### src/rtl/sdram_phy.sv
// SDRAM PHY: registers command, address and write data onto the pins, tracks read
// latency, and sequences clock-manager phase steps for read capture alignment.
// Optional build macro SDRAM_PHY_DEBOUNCE_EN: phase_adv must stay high for 1024
// cycles before a phase step is requested.
module sdram_phy #(
  parameter int unsigned DQ_WIDTH   = 16,
  parameter int unsigned ADDR_WIDTH = 13,
  parameter int unsigned BA_WIDTH   = 2,
  parameter int unsigned RD_LATENCY = 3,
  parameter int unsigned PS_STEPS   = 56,
  parameter int unsigned PS_TIMEOUT = 64,
  parameter int unsigned PS_SETTLE  = 16
) (
  input  logic                          clk,
  input  logic                          rst_n,
  // core side
  input  logic                          cke,
  input  logic                          cs_n,
  input  logic                          ras_n,
  input  logic                          cas_n,
  input  logic                          we_n,
  input  logic [DQ_WIDTH/8-1:0]         dqm,
  input  logic [ADDR_WIDTH-1:0]         addr,
  input  logic [BA_WIDTH-1:0]           ba,
  input  logic                          wr_en,
  input  logic [DQ_WIDTH-1:0]           wr_data,
  input  logic                          rd_req,
  output logic                          rd_valid,
  output logic [DQ_WIDTH-1:0]           rd_data,
  // phase control
  input  logic                          phase_adv,
  input  logic                          phase_dir,
  output logic                          phase_stable,
  output logic [$clog2(PS_STEPS)-1:0]   phase_count,
  output logic                          ps_err,
  // clock manager
  output logic                          psen,
  output logic                          psincdec,
  input  logic                          psdone,
  // pin side
  output logic                          sdram_cke,
  output logic                          sdram_cs_n,
  output logic                          sdram_ras_n,
  output logic                          sdram_cas_n,
  output logic                          sdram_we_n,
  output logic [DQ_WIDTH/8-1:0]         sdram_dqm,
  output logic [ADDR_WIDTH-1:0]         sdram_a,
  output logic [BA_WIDTH-1:0]           sdram_ba,
  output logic [DQ_WIDTH-1:0]           dq_out,
  output logic [DQ_WIDTH-1:0]           dq_oe,
  input  logic [DQ_WIDTH-1:0]           dq_in
);

  localparam int unsigned PcW   = $clog2(PS_STEPS);
  localparam int unsigned TmMax = (PS_TIMEOUT > PS_SETTLE) ? PS_TIMEOUT : PS_SETTLE;
  localparam int unsigned TmW   = $clog2(TmMax + 1);

  typedef enum logic [1:0] {StIdle, StReq, StWait, StSettle} ps_state_e;

  logic [RD_LATENCY-1:0] rd_sr_q;
  logic [DQ_WIDTH-1:0]   cap_q;
  logic [1:0]            adv_sync_q;
  logic                  ps_req;
  ps_state_e             state_q, state_d;
  logic                  dir_q, dir_d;
  logic                  err_q, err_d;
  logic [TmW-1:0]        timer_q, timer_d;
  logic [PcW-1:0]        pcount_q, pcount_d;

  // Pin-side command, address and write data: one-cycle registered copies
  always_ff @(posedge clk or negedge rst_n) begin
    if (!rst_n) begin
      sdram_cke   <= 1'b0;
      sdram_cs_n  <= 1'b1;
      sdram_ras_n <= 1'b1;
      sdram_cas_n <= 1'b1;
      sdram_we_n  <= 1'b1;
      sdram_dqm   <= '1;
      sdram_a     <= '0;
      sdram_ba    <= '0;
      dq_out      <= '0;
      dq_oe       <= '0;
    end else begin
      sdram_cke   <= cke;
      sdram_cs_n  <= cs_n;
      sdram_ras_n <= ras_n;
      sdram_cas_n <= cas_n;
      sdram_we_n  <= we_n;
      sdram_dqm   <= dqm;
      sdram_a     <= addr;
      sdram_ba    <= ba;
      dq_out      <= wr_data;
      dq_oe       <= {DQ_WIDTH{wr_en}};
    end
  end

  // Read capture every cycle plus a latency shift register marking valid slots
  always_ff @(posedge clk or negedge rst_n) begin
    if (!rst_n) begin
      rd_sr_q <= '0;
      cap_q   <= '0;
    end else begin
      rd_sr_q <= {rd_sr_q[RD_LATENCY-2:0], rd_req};
      cap_q   <= dq_in;
    end
  end

  assign rd_valid = rd_sr_q[RD_LATENCY-1];
  assign rd_data  = rd_valid ? cap_q : '0;

  // Two-flop synchroniser for the asynchronous phase_adv request
  always_ff @(posedge clk or negedge rst_n) begin
    if (!rst_n) begin
      adv_sync_q <= '0;
    end else begin
      adv_sync_q <= {adv_sync_q[0], phase_adv};
    end
  end

`ifdef SDRAM_PHY_DEBOUNCE_EN
  logic [10:0] deb_cnt_q;

  // Count consecutive high cycles; saturating at 1024 gives one request per high period
  always_ff @(posedge clk or negedge rst_n) begin
    if (!rst_n) begin
      deb_cnt_q <= '0;
    end else if (!adv_sync_q[1]) begin
      deb_cnt_q <= '0;
    end else if (deb_cnt_q != 11'd1024) begin
      deb_cnt_q <= deb_cnt_q + 11'd1;
    end
  end

  assign ps_req = adv_sync_q[1] && (deb_cnt_q == 11'd1023);
`else
  logic adv_prev_q;

  // Previous synchronised level for rising-edge detection
  always_ff @(posedge clk or negedge rst_n) begin
    if (!rst_n) begin
      adv_prev_q <= 1'b0;
    end else begin
      adv_prev_q <= adv_sync_q[1];
    end
  end

  assign ps_req = adv_sync_q[1] && !adv_prev_q;
`endif

  // Phase sequencer state register
  always_ff @(posedge clk or negedge rst_n) begin
    if (!rst_n) begin
      state_q  <= StIdle;
      dir_q    <= 1'b0;
      err_q    <= 1'b0;
      timer_q  <= '0;
      pcount_q <= '0;
    end else begin
      state_q  <= state_d;
      dir_q    <= dir_d;
      err_q    <= err_d;
      timer_q  <= timer_d;
      pcount_q <= pcount_d;
    end
  end

  // Phase sequencer next state; requests outside idle and psdone outside wait are dropped
  always_comb begin
    state_d  = state_q;
    dir_d    = dir_q;
    err_d    = err_q;
    timer_d  = timer_q;
    pcount_d = pcount_q;
    unique case (state_q)
      StIdle: begin
        if (ps_req) begin
          state_d = StReq;
          dir_d   = phase_dir;
        end
      end
      StReq: begin
        state_d = StWait;
        timer_d = '0;
      end
      StWait: begin
        if (psdone) begin
          state_d = StSettle;
          timer_d = '0;
          if (dir_q) begin
            pcount_d = (pcount_q == PcW'(PS_STEPS - 1)) ? '0 : pcount_q + 1'b1;
          end else begin
            pcount_d = (pcount_q == '0) ? PcW'(PS_STEPS - 1) : pcount_q - 1'b1;
          end
        end else if (timer_q == TmW'(PS_TIMEOUT - 1)) begin
          state_d = StIdle;
          err_d   = 1'b1;
        end else begin
          timer_d = timer_q + 1'b1;
        end
      end
      StSettle: begin
        if (timer_q == TmW'(PS_SETTLE - 1)) begin
          state_d = StIdle;
        end else begin
          timer_d = timer_q + 1'b1;
        end
      end
      default: state_d = StIdle;
    endcase
  end

  assign psen         = (state_q == StReq);
  assign psincdec     = dir_q;
  assign phase_stable = (state_q == StIdle);
  assign phase_count  = pcount_q;
  assign ps_err       = err_q;

endmodule

### config.mk
export PLATFORM = sky130hd
export DESIGN_NAME = sdram_phy
export DESIGN_NICKNAME = d
export VERILOG_FILES = /design/src/rtl/sdram_phy.sv
export SDC_FILE = /design/constraint.sdc
export NUM_CORES = 1
export LEC_CHECK = 0
export BUFFER_PORTS_ARGS = -buffer_cell sky130_fd_sc_hd__buf_2
export CAP_MARGIN = 20
export CORE_MARGIN = 8
export CORE_UTILIZATION = 30
export CTS_CLUSTER_DIAMETER = 80
export DETAILED_ROUTE_END_ITERATION = 6
export PLACE_DENSITY = 0.61
export SLEW_MARGIN = 40
export SYNTH_ARGS = -nofsm -noshare
export SYNTH_HDL_FRONTEND = slang
export SYNTH_SLANG_ARGS = --single-unit
### constraint.sdc
create_clock -name clk -period 1.8 [get_ports clk]
set_clock_uncertainty 0.15 [all_clocks]
set_input_delay 0.09 -clock clk [delete_from_list [all_inputs] [get_ports clk]]
set_output_delay 0.09 -clock clk [all_outputs]
set_load 0.02 [all_outputs]
## After elaboration in Yosys (flattened, before gate mapping)

Index checks and enable logic that the tools add are counted.

- Output and inout port bits: 81
- Input port bits: 61
- Bits in registers: 78
- Logic and storage cells: 57

- Add/subtract/negate cells: 3
- Muxes and demuxes: 13
- Bitwise logic cells: 1
- Reductions and logical operators: 10
- Equality and inequality tests: 11

Operators by type and width:

| cell | count |
|---|---|
| $mux W7 | 3 |
| $pmux W7 S3 | 1 |
| $mux W6 | 3 |
| $mux W16 | 1 |
| $reduce_and A3 Y1 | 3 |
| $mux W2 | 4 |
| $pmux W2 S4 | 1 |
| $add A7 B1 Y7 const B | 1 |
| $eq A7 B4 Y1 const B | 1 |
| $eq A7 B6 Y1 const B | 1 |
| $add A6 B1 Y6 const B | 1 |
| $eq A6 B6 Y1 const B | 1 |
| $logic_not A6 Y1 | 1 |
| $ne A3 B3 Y1 const B | 2 |
| $sub A6 B1 Y6 const B | 1 |
| $eq A2 B2 Y1 const B | 2 |
| $ne A2 B2 Y1 const B | 2 |
| $reduce_and A2 Y1 | 2 |
| $reduce_bool A3 Y1 | 1 |
| $eq A2 B1 Y1 const B | 1 |
| $logic_not A2 Y1 | 1 |
| $ne A2 B1 Y1 const B | 1 |
| $logic_and A1 B1 Y1 | 1 |
| $logic_not A1 Y1 | 1 |
| $not A1 Y1 | 1 |

## Depth between registers and ports, before layout

- Word-level depth: 4
- Mapped depth: 6
- Gate-level depth less buffers: 6

## Least setup slack after synthesis

OpenSTA, ideal clock, no wires.

- Kind: register to register
- From: reg pcount_q[0], in the netlist phase_count[0]
- To: reg pcount_q[3], in the netlist phase_count[3]
- Clock period less this slack: 1,930 ps
- Setup time: 121 ps
- Slack: -130 ps
- Path buffers: 0
- Required time: 1,529 ps
- Arrival time: 1,659 ps
- Stages on the path, launching flop included: 7
- Path through: dfrtp_1 inv_1 ha_1 nand2b_4 o41ai_1 o211ai_1 a22o_1

- Longest elaborated chain between the ends: 3
- Elaborated cells between the ends (all ways): 7
- Those cells by class: 2 x add/sub; 1 x eq/ne; 3 x mux; 1 x reduce/logical

RTL lines:

| what | line | RTL |
|---|---|---|
| start, declared | 68 | `logic [PcW-1:0] pcount_q, pcount_d;` |
| start signal, assigned | 163 | `pcount_q <= pcount_d;` |
| $sub A6 B1 Y6, or another cell as far along | 192 | `pcount_d = (pcount_q == '0) ? PcW'(PS_STEPS - 1) : pcount_q - 1'b1;` |
| $mux W6, on equally long branches | 192, 190 |  |
| $mux W6 (*) | 189 | `if (dir_q) begin` |

Every way passes the cells marked *; elsewhere a longest branch is shown, timed or not.
A chain may end at the register's enable or synchronous reset.

## Final worst setup path

Same ends and word-level chain as after synthesis.

==> results by group <==
Status
  • Run status: finished, violations left
  • Failing checks: setup timing

Cells and area
  • Ant. Diodes: 0
  • Non-filler instance count after layout: 563
  • Layout cells sized above 1: 44.19%
  • Fillers: 886
  • Multi-input gate area: 835.8 µm²
  • Final instance area: 4592 µm²
  • Area grow syn2layout: 58.05%
  • Post-layout util: 47.86%
  • Fin nets: 490
  • Seq. cell area: 1961 µm²

Power and ir drop
  • Tot Pwr: 4.924 mW
  • PwrDens: 1072 nW/µm²
  • VDD IR max: 0.5164 mV
  • LEAKAGE: 2.271 nW

Yosys
  • Synth cell types: 48
  • Syn nets: 287
  • Register area share after synthesis: 67.44%
  • Top_reg_cell synth: dfrtp_1
  • Flops & latches, synth: 78
  • Syn. warnings: 0
  • Post-synth top area share: 62.02%
  • Area contributors post-synth: dfrtp_1 62%, dfstp_2 5.4%, buf_4 3.9%
  • Async set-or-reset flop fraction in the synthesized netlist: 100.0%
  • Synth Cell Area: 2905 µm²
  • Post-synth EDFFs: 0
  • Synthesized area per cell: 13.09 µm²
  • Cells after Synth: 222
  • Post-synth top cells: 72 x dfrtp_1, 16 x and2_1, 15 x buf_4, 15 x nand2_1, 7 x o21ai_0
  • Most frequent cell after synthesis: dfrtp_1
  • Dominant cell type by area after synthesis: dfrtp_1

Timing
  • Worst Slack Setup Final: -0.002100 ns
  • Final Max Slew Viols: 0
  • WHS: 0.1333 ns
  • Period utilisation layout: 100.1%
  • Final Hold Viols: 0
  • Fmax: 0.5549 GHz
  • Post-Route Setup TNS: -0.002100 ns
  • Worst slew pin tran: 0.5750 ns
  • Setup violators final: 1
  • Normalized max-slew margin: 61.54%
  • Min Tclk post-route: 1.802 ns

Floorplan
  • Die H: 114.4 µm
  • Die area: 13090 µm²
  • CORE AREA: 9594 µm²
  • Starting Density: 30.28%
  • Rows: 36
  • Chip width: 114.4 µm
  • Ports: 142

Clocking
  • TritonCTS Sinks: 78
  • Max Buffers Root-to-Sink: 2
  • H-tree depth: 3
  • Worst-skew pair later-pin latency: 0.34 ns
  • Clock slew at reported path FFs: 0.08 ns
  • CTS root buf: clkbuf_8
  • CTS tree: yes
  • CTS Buf Count: 9

Worst setup path
  • WP data required: 1.89 ns
  • R2R Path Start: phase_count[0]
  • Startpoint Class: flop
  • Critical Path Source: phase_count[0]
  • Crit-path max FO: 4
  • Reg2Reg Setup Slack: -0.002 ns
  • CP endpoint kind: flop
  • CP arrival: 1.89 ns
  • Worst Setup Path Type: flop to flop

Placed design
  • Placed instance count: 483
  • Post-DP HPWL: 5.631 mm
  • Dpl cell area: 3730 µm²
  • Number of buffers added on ports: 141
  • Dpl ws: -0.004973 ns
  • RePlAce Congestion: 0.8403

Drt
  • Vias/cell: 4.467
  • Antenna Nets Post-Route: 0
  • TritonRoute pass-1 iters: 5
  • Avg WL per Cell: 14.82 µm
  • Vias: 2515
  • Iter 0 DRT Violations: 106
  • Detailed Route WL: 8.342 mm
  • Residual DRC: 0

Global routing
  • Global route total overflow: 0
  • Largest net degree at the start of global routing: 45
  • Vias in the first global route: 2716
  • Gr usage total: 12.74%
  • Initial antenna violation count: 0
  • First-pass GRT wire length: 13.05 mm

Min path
  • Min-delay worst type: input pin to async pin

Flow run
  • Max cap viols: 0
## cells in the final DEF, fill, tap and decap left out, drive strengths merged, types with 3 or more instances in the layout
| master | Yosys | layout |
|---|---|---|
| dlygate4sd3 | 0 | 62 |
| nor4 | 3 | 3 |
| a21oi | 4 | 4 |
| clkbuf | 6 | 11 |
| inv | 6 | 7 |
| mux2i | 4 | 4 |
| nand3 | 5 | 5 |
| or3 | 7 | 7 |
| and3 | 3 | 3 |
| nor3 | 4 | 4 |
| nor2 | 5 | 5 |
| nand2 | 15 | 15 |
| a21o | 4 | 4 |
| and2 | 16 | 16 |
| dfstp | 6 | 6 |
| dfrtp | 72 | 72 |
| o21ai | 7 | 7 |
| ha | 4 | 4 |
| o211ai | 3 | 3 |
| buf | 17 | 153 |
## final timing paths
kind / endpoint / cells past startpoint
min in group clk: rd_sr_q[1] / 0
setup / recovery: phase_count[3] / 6
setup reg to reg: phase_count[3] / 6
hold / removal: cap_q[11] / 3
hold reg to reg: rd_sr_q[1] / 0
max in group asynchronous: timer_q[3] / 3
## layer usage
layer	wire [µm]	GRT usage [%]
met1	3066	13.35
met2	4243	21.44
met3	868	5.960
met4	163	5.501
met5	0	0
## registers in the layout, indices dropped and copies added (netlist names), 2 cells and up
register	cells
sdram_ba	2
cap_q	16
sdram_a	13
dq_out	16
sdram_dqm	2
state_q	2
rd_sr_q	3
timer_q	7
adv_sync_q	2
phase_count	6
## where the power goes
part | total (mW) | internal [mW] | leakage [nW] | switching [mW]
registers | 2.19 | 1.95 | 0.913 | 0.241
clock network | 1.18 | 0.539 | 0.0857 | 0.639
logic | 1.55 | 0.734 | 1.27 | 0.820
total | 4.92 | 3.23 | 2.27 | 1.70
## logic make-up (layout without fill, tap and decap cells)
kind of cell             Yosys count  in the layout  share of synthesized area (%)
buffers and inverters             29            237                          5.771
AO/OA/AOI/OAI                     34             34                          8.442
flip-flops                        78             78                          67.44
multiplexers                       5              5                          1.766
adder cells (fa/ha/maj)            4              4                          1.723
AND/OR/NAND/NOR                   71             71                          14.56
XOR/XNOR                           1              1                         0.3015
## worst max-delay path, cell delays in order, from the launching register on
cell,delay (ns)
dfrtp_1,0.41
inv_2,0.10
ha_2,0.20
nand2b_4,0.07
o41ai_4,0.40
o211ai_1,0.14
a22o_1,0.23
## repair_timing
| item | CTS | global route |
|---|---|---|
| hold endpoints to repair | 131 | 0 |
| pin swaps | 0 | 6 |
| hold buffers | 62 | 0 |
| resized for setup | 2 | 10 |
| buffers inserted | 0 | 2 |
| setup endpoints to repair | 4 | 9 |
| gates cloned | 0 | 0 |
## cell type report
cell class	count	share of cell area, %
multi-input cells	115	18.20
repair buffers	215	31.17
clock buffers	11	3.079
well taps	133	3.624
flip-flops and latches	78	42.70
inverters	6	0.4905
clock inverters	5	0.7357
Power figures use the tool's default switching activity.
